$ cat src/rtl/board_step_ctrl_if.sv
`default_nettype none
// +----------------------------------------------------------------------------+
// | board_step_ctrl_if                                                         |
// | Switches, buttons, debug bus and LED/CPU-enable outputs of the controller. |
// | Revision: 1.0                                                              |
// +----------------------------------------------------------------------------+
interface board_step_ctrl_if #(
    parameter int NUM_CH = 8,
    parameter int DBG_W  = 32,
    parameter int LED_W  = 8,
    parameter int CNT_W  = 16
);
    localparam int C_CH_W  = $clog2(NUM_CH);
    localparam int C_PAGES = DBG_W / LED_W;
    localparam int C_PG_W  = (C_PAGES > 1) ? $clog2(C_PAGES) : 1;

    logic [1:0]              mode;
    logic                    step_btn;
    logic                    page_btn;
    logic [C_CH_W-1:0]       ch_sel;
    logic [NUM_CH*DBG_W-1:0] dbg_bus;
    logic                    cpu_ce;
    logic [LED_W-1:0]        led;
    logic [C_PG_W-1:0]       page;
    logic [CNT_W-1:0]        step_count;

    modport master (
        output mode, step_btn, page_btn, ch_sel, dbg_bus,
        input  cpu_ce, led, page, step_count
    );

    modport slave (
        input  mode, step_btn, page_btn, ch_sel, dbg_bus,
        output cpu_ce, led, page, step_count
    );
endinterface
`default_nettype wire

$ cat src/rtl/board_step_ctrl.sv
`default_nettype none
// +----------------------------------------------------------------------------+
// | board_step_ctrl                                                            |
// | Run/step CPU clock-enable generator and paged debug LED viewer.            |
// | Revision: 1.0                                                              |
// +----------------------------------------------------------------------------+
module board_step_ctrl #(
    parameter int DIV_WIDTH  = 24,
    parameter int DEB_CYCLES = 500000,
    parameter int NUM_CH     = 8,
    parameter int DBG_W      = 32,
    parameter int LED_W      = 8,
    parameter int CNT_W      = 16
) (
    input  wire logic        mainClk,
    input  wire logic        reset,
    board_step_ctrl_if.slave bus
);
    localparam int C_CH_W  = $clog2(NUM_CH);
    localparam int C_PAGES = DBG_W / LED_W;
    localparam int C_PG_W  = (C_PAGES > 1) ? $clog2(C_PAGES) : 1;
    localparam int C_DEB_W = $clog2(DEB_CYCLES);
    localparam logic [C_DEB_W-1:0] C_DEB_LAST = C_DEB_W'(DEB_CYCLES - 1);
    localparam logic [C_PG_W-1:0]  C_PG_LAST  = C_PG_W'(C_PAGES - 1);
    localparam logic [C_CH_W:0]    C_NUM_CH   = (C_CH_W + 1)'(NUM_CH);

    // Index 0 is the step button, index 1 the page button.
    logic [1:0] w_btn;
    logic [1:0] w_press;

    assign w_btn = {bus.page_btn, bus.step_btn};

    for (genvar b = 0; b < 2; b++) begin : g_btn
        logic [1:0]         sync_q, sync_d;
        logic [C_DEB_W-1:0] cnt_q, cnt_d;
        logic               lvl_q, lvl_d;
        logic               lvl_prev_q, lvl_prev_d;

        always_comb begin
            sync_d     = {sync_q[0], w_btn[b]};
            lvl_prev_d = lvl_q;
            lvl_d      = lvl_q;
            cnt_d      = '0;
            if (sync_q[1] != lvl_q) begin
                if (cnt_q == C_DEB_LAST) begin
                    lvl_d = ~lvl_q;
                end else begin
                    cnt_d = cnt_q + C_DEB_W'(1);
                end
            end
        end

        always_ff @(posedge mainClk or negedge reset) begin
            if (!reset) begin
                sync_q     <= '0;
                cnt_q      <= '0;
                lvl_q      <= 1'b0;
                lvl_prev_q <= 1'b0;
            end else begin
                sync_q     <= sync_d;
                cnt_q      <= cnt_d;
                lvl_q      <= lvl_d;
                lvl_prev_q <= lvl_prev_d;
            end
        end

        assign w_press[b] = lvl_q & ~lvl_prev_q;
    end

    logic [LED_W-1:0] w_slice [NUM_CH][C_PAGES];

    for (genvar k = 0; k < NUM_CH; k++) begin : g_ch
        for (genvar p = 0; p < C_PAGES; p++) begin : g_pg
            assign w_slice[k][p] = bus.dbg_bus[k*DBG_W + p*LED_W +: LED_W];
        end
    end

    logic [DIV_WIDTH-1:0] div_q, div_d;
    logic                 cpu_ce_q, cpu_ce_d;
    logic [CNT_W-1:0]     step_count_q, step_count_d;
    logic [C_PG_W-1:0]    page_q, page_d;
    logic [C_CH_W-1:0]    ch_prev_q, ch_prev_d;
    logic [LED_W-1:0]     led_q, led_d;
    logic [C_CH_W-1:0]    w_ch_eff;

    always_comb begin
        div_d        = (bus.mode == 2'b01) ? div_q + DIV_WIDTH'(1) : '0;
        // The divider term is not gated by mode so a pulse pending at all-ones survives a mode change.
        cpu_ce_d     = ~cpu_ce_q & ((div_q == '1) | ((bus.mode == 2'b10) & w_press[0]));
        step_count_d = step_count_q + CNT_W'(cpu_ce_d);
        ch_prev_d    = bus.ch_sel;
        page_d       = page_q;
        if (bus.ch_sel != ch_prev_q) begin
            page_d = '0;
        end else if (w_press[1]) begin
            page_d = (page_q == C_PG_LAST) ? '0 : page_q + C_PG_W'(1);
        end
        w_ch_eff = ({1'b0, bus.ch_sel} < C_NUM_CH) ? bus.ch_sel : '0;
        led_d    = w_slice[w_ch_eff][page_q];
    end

    always_ff @(posedge mainClk or negedge reset) begin
        if (!reset) begin
            div_q        <= '0;
            cpu_ce_q     <= 1'b0;
            step_count_q <= '0;
            page_q       <= '0;
            ch_prev_q    <= '0;
            led_q        <= '0;
        end else begin
            div_q        <= div_d;
            cpu_ce_q     <= cpu_ce_d;
            step_count_q <= step_count_d;
            page_q       <= page_d;
            ch_prev_q    <= ch_prev_d;
            led_q        <= led_d;
        end
    end

    assign bus.cpu_ce     = cpu_ce_q;
    assign bus.step_count = step_count_q;
    assign bus.page       = page_q;
    assign bus.led        = led_q;
endmodule
`default_nettype wire

$ cat src/flat_wrapper.sv
// flat-port wrapper written by rule: the top's interface ports become plain ports
module board_step_ctrl_flat 
#(
    parameter int DIV_WIDTH  = 24,
    parameter int DEB_CYCLES = 500000,
    parameter int NUM_CH     = 8,
    parameter int DBG_W      = 32,
    parameter int LED_W      = 8,
    parameter int CNT_W      = 16
)
  (mainClk, reset, bus_mode, bus_step_btn, bus_page_btn, bus_ch_sel, bus_dbg_bus, bus_cpu_ce, bus_led, bus_page, bus_step_count);
  board_step_ctrl_if #(.NUM_CH(NUM_CH), .DBG_W(DBG_W), .LED_W(LED_W), .CNT_W(CNT_W)) bus_i ();
  input  wire logic mainClk;
  input  wire logic reset;
  input wire logic [$bits(bus_i.mode)-1:0] bus_mode;
  input wire logic [$bits(bus_i.step_btn)-1:0] bus_step_btn;
  input wire logic [$bits(bus_i.page_btn)-1:0] bus_page_btn;
  input wire logic [$bits(bus_i.ch_sel)-1:0] bus_ch_sel;
  input wire logic [$bits(bus_i.dbg_bus)-1:0] bus_dbg_bus;
  output wire logic [$bits(bus_i.cpu_ce)-1:0] bus_cpu_ce;
  output wire logic [$bits(bus_i.led)-1:0] bus_led;
  output wire logic [$bits(bus_i.page)-1:0] bus_page;
  output wire logic [$bits(bus_i.step_count)-1:0] bus_step_count;
  assign bus_i.mode = bus_mode;
  assign bus_i.step_btn = bus_step_btn;
  assign bus_i.page_btn = bus_page_btn;
  assign bus_i.ch_sel = bus_ch_sel;
  assign bus_i.dbg_bus = bus_dbg_bus;
  assign bus_cpu_ce = bus_i.cpu_ce;
  assign bus_led = bus_i.led;
  assign bus_page = bus_i.page;
  assign bus_step_count = bus_i.step_count;
  board_step_ctrl #(.DIV_WIDTH(DIV_WIDTH), .DEB_CYCLES(DEB_CYCLES), .NUM_CH(NUM_CH), .DBG_W(DBG_W), .LED_W(LED_W), .CNT_W(CNT_W)) u_core (.mainClk(mainClk), .reset(reset), .bus(bus_i));
endmodule
$ cat config.mk
export PLATFORM = sky130hd
export DESIGN_NAME = board_step_ctrl_flat
export DESIGN_NICKNAME = d
export VERILOG_FILES = /design/src/rtl/board_step_ctrl_if.sv /design/src/rtl/board_step_ctrl.sv /design/src/flat_wrapper.sv
export SDC_FILE = /design/constraint.sdc
export NUM_CORES = 1
export LEC_CHECK = 0
export ABC_AREA = 1
export CORE_MARGIN = 8
export CORE_UTILIZATION = 40
export CTS_CLUSTER_DIAMETER = 40
export DETAILED_ROUTE_END_ITERATION = 6
export PLACE_DENSITY = 0.74
export SLEW_MARGIN = 10
export SYNTH_ARGS = -nofsm -noshare
export SYNTH_HDL_FRONTEND = slang
export SYNTH_SLANG_ARGS = --single-unit
$ cat constraint.sdc
create_clock -name mainClk -period 3.85 [get_ports mainClk]
set_clock_uncertainty 0.2 [all_clocks]
set_input_delay 1.155 -clock mainClk [delete_from_list [all_inputs] [get_ports mainClk]]
set_output_delay 1.155 -clock mainClk [all_outputs]
set_load 0.02 [all_outputs]
## Word level (Yosys, flattened, before mapping)

Index checks and enable logic that the tools add are counted.

- Flip-flop bits (word level): 100
- Latch bits: 0
- RAM bits: 0
- ROM bits: 0
- Output and inout bits: 27
- Word-level logic and storage cells: 59
- Memories kept: 0

- Add/sub/neg operators: 5
- $mul: 0
- Div/mod/pow operators: 0
- $lt $le $gt $ge: 2
- Equal/unequal tests: 9
- Shift operators: 0
- Muxes and demuxes: 14
- Bitwise logic cells: 12
- Reductions and logical operators: 3

Operators with widths:

| cell | number |
|---|---|
| $bmux 32 s3 | 1 |
| $mux 19 | 4 |
| $mux 32 | 2 |
| $add 19x1->19 const B | 2 |
| $eq 19x19->1 const B | 2 |
| $add 24x1->24 const B | 1 |
| $eq 24x24->1 const B | 1 |
| $mux 24 | 1 |
| $add 16x1->16 | 1 |
| $bmux 8 s2 | 1 |
| $mux 8 | 2 |
| $mux 2 | 3 |
| $not 1->1 | 5 |
| $and 1x1->1 | 4 |
| $eq 2x2->1 const B | 2 |
| $ge 4x4->1 const B | 1 |
| $not 3->4 | 1 |
| $reduce_and 2->1 | 2 |
| $ge 3x3->1 const B | 1 |
| $ne 3x3->1 | 1 |
| $not 2->3 | 1 |
| $add 2x1->2 const B | 1 |
| $eq 2x1->1 const B | 1 |
| $ne 1x1->1 | 2 |
| other kinds (2) | 2 |

## Logic depth before layout (Yosys ltp)

Gate-level depths: netlist of the first run.

- Depth after elaboration: 7
- Gate-level depth with buffers: 17
- Depth with buffers taken out: 17

## Worst setup path after synthesis of the first run

Ideal clock, no wire load.

- Path type: in2reg
- Start: input port bus_mode[0]
- End: register u_core.step_count_q[12], in the netlist u_core.bus.step_count[12]
- Arrival: 2,607 ps
- Data required time: 3,527 ps
- Slack: 920 ps
- Stages on the path: 12
- Buffers on the path: 0
- Cells stage by stage: nor2_1 nand3_1 a21oi_1 ha_1 ha_1 nand2_1 nor2_1 nand3_1 nor2_1 nand3_1 o21ai_0 nand2_1

- Cells in the longest elaborated chain, start to end: 5

Ends and longest elaborated chain:

| what | RTL line | source |
|---|---|---|
| from (decl) | flat_wrapper.sv:15 | `input wire logic [$bits(bus_i.mode)-1:0] bus_mode;` |
| $eq 2x2->1 | board_step_ctrl.sv:89 | `cpu_ce_d = ~cpu_ce_q & ((div_q == '1) \| ((bus.mode == 2'b10) & w_press[0]));` |
| $and 1x1->1 | board_step_ctrl.sv:89 |  |
| $or 1x1->1 | board_step_ctrl.sv:89 |  |
| $and 1x1->1 | board_step_ctrl.sv:89 |  |
| named net u_core.cpu_ce_d | board_step_ctrl.sv:79 | `logic cpu_ce_q, cpu_ce_d;` |
| $add 16x1->16 | board_step_ctrl.sv:90 | `step_count_d = step_count_q + CNT_W'(cpu_ce_d);` |
| named net u_core.step_count_d[12] | board_step_ctrl.sv:80 | `logic [CNT_W-1:0] step_count_q, step_count_d;` |
| to (signal assigned) | board_step_ctrl.sv:113 | `step_count_q <= step_count_d;` |
| to (decl) | board_step_ctrl.sv:80 |  |

The timed path passes the listed nets, and every way through them passes these cells.
A chain may end at the register's enable or synchronous reset.

## Final worst setup path of the first run

Same ends and word-level chain as after synthesis.

==> results.py, run 1 <==
metrics = {
    "critical_path": {
        "worstSetupStartpointType": "input pin",
        "cp-endpoint": "u_core.bus.step_count[12]",
        "crit_type": "in2reg",
        "cp.arrival_ns": 3.33,
        "critPathLaunch": "bus_mode[0]",
        "rr_worst_depth": 15,
        "worst_ep_required_time_ns": 3.88,
        "end_kind": "flop",
        "worst_r2r_endpoint": "u_core.bus.step_count[12]",
        "r2r_setup_slack_ns": 0.82,
        "r2r-start": "u_core.div_q[6]",
        "worstPathMaxFanout": 3,
    },
    "clocking": {
        "clk_path_buf_depth": 2,
        "clock_latency_ns": 0.34,
        "cts_sinks": 100,
        "htree_levels": 3,
        "cts_resized": 0,
        "cts_made_buffers": 9,
        "postCtsSetupBuffers": 0,
        "path_clk_slew_ns": 0.07,
        "cts_tree": "yes",
        "holdBufCountCts": 0,
        "root_buffer": "clkbuf_16",
    },
    "sta": {
        "finalMaxSlewViolations": 0,
        "setup_tns_ns": 0,
        "fin_crit_sh_pct": 85.77,
        "slew_headroom_pct": 49.54,
        "worst_pin_slew_ns": 0.7568,
        "setup_viol": 0,
        "hold_slack_ns": 0.1569,
        "rsz0062_at_grt": "false",
        "max_freq_mhz": 302.8,
        "post-route-min-period_ns": 3.302,
        "final.setup.worst_slack_ns": 0.5480,
        "final-hold-violation-count": 0,
    },
    "die": {
        "core_region_area_um2": 18460,
        "rows": 50,
        "num_io_pins": 292,
        "die_area_um2": 23220,
        "start_util_pct": 40.31,
        "die_x_um": 152.4,
        "die_y_um": 152.4,
    },
    "routing": {
        "drtPass1Iterations": 6,
        "wl_um": 28240,
        "wl_per_cell_um": 16.79,
        "drtIter0Drc": 502,
        "final_antenna_net_count": 0,
        "drc": 0,
        "vias_per_cell": 5.077,
        "vias": 8540,
    },
    "global_routing": {
        "grt_start_max_net_pins": 131,
        "grt_usage_pct": 23.80,
        "grt_pass1_wl_um": 44870,
        "antenna_found_initial": 5,
        "grt_pass1_vias": 8540,
        "grt-ovfl-total": 0,
    },
    "pwr": {
        "ir_drop_mv": 0.2081,
        "p_leak_nw": 4.772,
        "power.density_nw_per_um2": 261.1,
        "p_total_mw": 2.823,
    },
    "synthesis": {
        "yosys_warnings": 0,
        "synthAdderAreaFrac_pct": 1.009,
        "synth-simple-area-share_pct": 50.20,
        "synth_cell_type_count": 32,
        "synthMuxAreaShare_pct": 0,
        "synth_xor_area_share_pct": 4.120,
        "synth.avg_cell_area_um2": 6.305,
        "yosysSeqAreaShare_pct": 33.64,
        "synth-seq-cells": 100,
        "synth_area_um2": 7440,
        "synth_compound_area_share_pct": 3.229,
        "synth_cells": 1180,
        "synth_top_family_by_area": "simple AND/OR/NAND/NOR gates",
        "synth_nets": 1451,
    },
    "placed_design": {
        "hpwl_um": 22460,
        "pre_cts_slack_ns": 0.1596,
        "dp.cells": 1661,
        "portBuffers": 291,
        "gp_congestion": 0.9292,
        "place_area_um2": 10440,
    },
    "final_layout": {
        "fill_cells": 1762,
        "final_cells": 1682,
        "multi_input_area_um2": 4357,
        "syn2layout_area_growth_pct": 45.32,
        "area.sequential_um2": 2502,
        "fin_area_um2": 10810,
        "layout-drive-gt1-share_pct": 3.604,
        "nets": 1709,
        "final_util_pct": 58.58,
    },
    "status": {
        "status": "completed",
    },
    "worst_hold_path": {
        "hp-start": "u_core.g_btn[0].sync_q[0]",
        "min_path_type": "reg2reg",
    },
    "job": {
        "drv_cap": 0,
    },
}
worst max-delay path: stages:
cell and delay, ns:
clkdlybuf4s50_1 0.42, nor2_1 0.11, nand3_1 0.13, a21oi_1 0.24, ha_1 0.21, ha_1 0.18, nand2_1 0.07, nor2_1 0.14
nand3_1 0.15, nor2_1 0.15, nand3_1 0.13, o21ai_0 0.17, nand2_1 0.07
cells by family after synthesis:
logic type      after synthesis
simple gates                873
flops                       100
compound gates               45
buf+inv                     121
fa+ha+maj                     6
xor+xnor                     35
flip-flops by register name (all words and copies together) (netlist names):
name,flops
u_core.bus.page,2
u_core.g_btn.sync_q,4
u_core.bus.step_count,16
u_core.ch_prev_q,3
u_core.g_btn.lvl_prev_q,2
u_core.bus.led,8
u_core.g_btn.cnt_q,38
u_core.g_btn.lvl_prev_d,2
u_core.div_q,24
u_core.bus.cpu_ce,1
power breakdown:
group	internal [mW]	switching (mW)
registers	1.07	0.0117
logic	0.356	0.296
clock network	0.702	0.388
total	2.13	0.696
placed cells by master, fill, tap and decap left out, types with 2 or more instances in the layout:
master	instances
xnor2_1	11
nand3b_1	2
nor3_1	29
diode_2	5
dfrtp_1	100
nand2_2	2
buf_4	9
nor3b_1	2
nor2_2	11
nor2_4	2
inv_2	2
a21oi_1	26
nand3_1	231
nand3_2	2
buf_12	4
bufinv_16	4
clkinv_2	2
clkbuf_16	9
clkdlybuf4s50_1	288
o21ai_0	13
inv_1	63
ha_1	6
nor2_1	101
nand2_1	472
a211oi_1	2
xor2_1	24
nand4_1	16
per-layer routing:
layer,wire length [um],track usage [%],vias to the layer above
met5,10,0,-
met4,661,8.282,2
met3,1888,5.786,46
met2,14320,42.67,273
met1,11360,27.12,3898
li1,-,-,4321
synth_stat cells, drive strengths merged:
library cell | instances | share of area, %
o211ai | 1 | 0.10
ha | 6 | 1.0
nand2 | 474 | 24
o21bai | 1 | 0.10
xnor2 | 11 | 1.3
clkbuf | 11 | 0.56
buf | 44 | 3.9
a31oi | 1 | 0.084
xor2 | 24 | 2.8
or2 | 1 | 0.084
nand3 | 233 | 16
nor3b | 2 | 0.20
nor2 | 114 | 6.3
inv | 66 | 3.3
dfrtp | 100 | 34
nand3b | 2 | 0.20
a211oi | 2 | 0.20
nand4 | 16 | 1.3
o21ai | 14 | 0.99
a21oi | 26 | 1.7
nor3 | 30 | 2.2
nor4 | 1 | 0.084
worst min path at each step:
| stage | end | depth (start not counted) |
|---|---|---|
| 2_1_floorplan | u_core.g_btn[0].sync_q[1] | 0 |
| 3_3_place_gp | u_core.g_btn[1].sync_q[1] | 0 |
| 3_5_place_dp | u_core.g_btn[0].sync_q[1] | 0 |
| 4_1_cts | u_core.g_btn[0].sync_q[1] | 0 |
| 5_1_grt | u_core.g_btn[1].sync_q[1] | 0 |
| 6_report | u_core.g_btn[0].sync_q[1] | 0 |
final cells by class:
type | instances | area share [%]
Antenna cell | 5 | 0.1157
Multi-Input combinational cell | 959 | 40.30
Clock buffer | 10 | 2.118
Clock inverter | 6 | 1.238
Inverter | 66 | 2.303
Timing Repair Buffer | 302 | 28.08
Tap cell | 234 | 2.708
Sequential cell | 100 | 23.15
No activity file was read; power rests on OpenSTA's default activity.
==> inputs of run 2 (changes only) <==
==> constraint.sdc (replaced) <==
create_clock -name mainClk -period 3.35 [get_ports mainClk]
set_clock_uncertainty 0.2 [all_clocks]
set_input_delay 1.005 -clock mainClk [delete_from_list [all_inputs] [get_ports mainClk]]
set_output_delay 1.005 -clock mainClk [all_outputs]
set_load 0.02 [all_outputs]
==> results.py, run 2 (same netlist as run 1, synthesis figures left out) <==
metrics = {
    "status": {
        "status": "completed",
    },
    "global_routing": {
        "grt-ovfl-total": 0,
        "grt_start_max_net_pins": 131,
        "grt_usage_pct": 23.33,
        "grt_pass1_vias": 8244,
        "grt_pass1_wl_um": 43770,
        "antenna_found_initial": 6,
    },
    "final_layout": {
        "final_cells": 1687,
        "syn2layout_area_growth_pct": 45.24,
        "area.sequential_um2": 2502,
        "layout-drive-gt1-share_pct": 3.942,
        "final_cell_mix": "472 x nand2_1, 288 x clkdlybuf4s50_1, 231 x nand3_1",
        "largest_reg_flops": 38,
        "final_common_cell": "nand2_1",
        "nets": 1712,
        "multi_input_area_um2": 4360,
        "fill_cells": 1779,
        "final_util_pct": 58.55,
        "largest-register": "u_core.g_btn.cnt_q",
        "fin_area_um2": 10810,
    },
    "die": {
        "die_area_um2": 23220,
        "num_io_pins": 292,
        "core_region_area_um2": 18460,
        "rows": 50,
        "die_x_um": 152.4,
        "die_y_um": 152.4,
        "start_util_pct": 40.31,
    },
    "critical_path": {
        "worst_ep_required_time_ns": 3.39,
        "r2r_setup_slack_ns": 0.50,
        "cp.arrival_ns": 3.06,
        "crit_chain": "clkdlybuf4s50_1, nor2_1, nand3_1, a21oi_2, ha_1, ha_1, nand2_1, nor2_1, nand3_1, nor2_1, nand3_1, o21ai_1, nand2_1",
        "end_kind": "flop",
        "cp_top_family": "simple AND/OR/NAND/NOR gates",
        "worstPathMaxFanout": 3,
        "crit_type": "in2reg",
        "rr_worst_depth": 16,
        "cp.depth": 13,
        "critical_path_buf_inv_count": 1,
        "worstSetupStartpointType": "input pin",
        "worst_r2r_endpoint": "u_core.bus.step_count[12]",
        "cpPeakStageDelay_ns": 0.42,
        "r2r-start": "u_core.div_q[0]",
        "crit_slowest_cell": "clkdlybuf4s50_1",
    },
    "pwr": {
        "ir_drop_mv": 0.2253,
        "power_switching_mw": 0.8403,
        "p_int_mw": 2.164,
        "p_leak_nw": 4.761,
        "swShare_pct": 27.97,
        "power_frac_comb_pct": 25.0,
        "p_seq_share_pct": 41.3,
        "power.density_nw_per_um2": 278.0,
        "clockPowerShare_pct": 33.7,
    },
    "worst_hold_path": {
        "min_path_type": "reg2reg",
        "hp-start": "u_core.g_btn[0].sync_q[0]",
        "whs_path_depth": 0,
        "hold_path_end": "u_core.g_btn[0].sync_q[1]",
    },
    "placed_design": {
        "pre_cts_slack_ns": -0.1547,
        "hpwl_um": 22280,
        "gp_congestion": 0.9263,
        "dp.cells": 1664,
        "portBuffers": 291,
        "place_area_um2": 10480,
    },
    "sta": {
        "final-hold-violation-count": 0,
        "setup_viol": 0,
        "final.setup.worst_slack_ns": 0.3221,
        "slew_headroom_pct": 48.21,
        "finalMaxSlewViolations": 0,
        "rsz0062_at_grt": "false",
        "fin_crit_sh_pct": 90.39,
        "worst_pin_slew_ns": 0.7769,
        "max_freq_mhz": 330.3,
        "post-route-min-period_ns": 3.028,
    },
    "routing": {
        "wl_um": 27800,
        "vias": 8541,
        "drc": 0,
        "vias_per_cell": 5.063,
        "final_antenna_net_count": 0,
        "drtPass1Iterations": 6,
        "drtIter0Drc": 520,
        "wl_per_cell_um": 16.48,
    },
    "clocking": {
        "cts_sinks": 100,
        "cts_made_buffers": 9,
        "path_clk_slew_ns": 0.07,
        "holdBufCountCts": 0,
        "root_buffer": "clkbuf_16",
        "clock_latency_ns": 0.35,
        "clk_path_buf_depth": 2,
        "htree_levels": 3,
        "cts_tree": "yes",
    },
    "job": {
        "drv_cap": 0,
    },
}
==> run 2: cell count changes in the layout (fill, tap and decap cells not counted), sizes merged <==
cell      before  now
bufinv         4    0
clkbuf        10    9
diode          5    7
clkinv         2    6
clkinvlp       0    1
buf           14   17
==> run 2: worst max-delay path by stage <==
| stage | from | to | slack (ns) |
|---|---|---|---|
| after floorplan | bus_mode[0] | u_core.bus.step_count[12] | 0.57 |
| after global placement | bus_mode[0] | u_core.bus.step_count[12] | -0.12 |
| after detailed placement | bus_mode[0] | u_core.bus.step_count[12] | -0.15 |
| after CTS | bus_mode[0] | u_core.bus.step_count[12] | 0.21 |
| after global routing | bus_mode[0] | u_core.bus.step_count[12] | 0.04 |
| final | bus_mode[0] | u_core.bus.step_count[12] | 0.32 |
==> run 2: timing repair <==
| action | CTS | global route |
|---|---|---|
| endpoints found under the setup margin | 0 | 1 |
| resized for setup | 0 | 2 |
| setup buffers | 0 | 0 |
==> run 2: cell type report <==
class / instances / share of cell area (%)
antenna: 7 / 0.1621
inverter: 66 / 2.304
sequential: 100 / 23.16
timing repair buffer: 305 / 28.53
clock buffer: 9 / 2.084
tap: 234 / 2.710
multi-input combinational: 959 / 40.35
clock inverter: 7 / 0.6948
==> run 2: worst register-to-register path: cells and delay by family (launching register included) <==
kind | cells | cell delay [ns]
compound gates | 2 | 0.31
fa+ha+maj | 3 | 0.57
flops | 1 | 0.38
simple gates | 11 | 1.30
==> run 2: power groups by stage <==
stage               combinational (mW)  clock, mW  sequential [mW]
global placement                 0.748          0             1.26
detailed placement               0.753          0             1.27
floorplan                        0.298          0             1.28
CTS                              0.756       1.04             1.24
finish                           0.750       1.01             1.24
global route                     0.824       1.09             1.24
==> run 2: per-layer routing <==
metal	GRT usage (%)	part of all wire, %
met1	27.40	40
met2	39.56	49
met3	5.814	7.6
met4	10.66	2.8
met5	0	0
==> run 2: per-stage QoR <==
stage / total power [mW] / hold WS, ns / setup TNS, ns
after floorplan: 1.573 / 0.1312 / 0
after global placement: 2.013 / 0.1356 / -0.1442
after detailed placement: 2.018 / 0.1411 / -0.2090
after CTS: 3.035 / 0.1639 / 0
after global routing: 3.158 / 0.1759 / 0
final: 3.004 / 0.1576 / 0
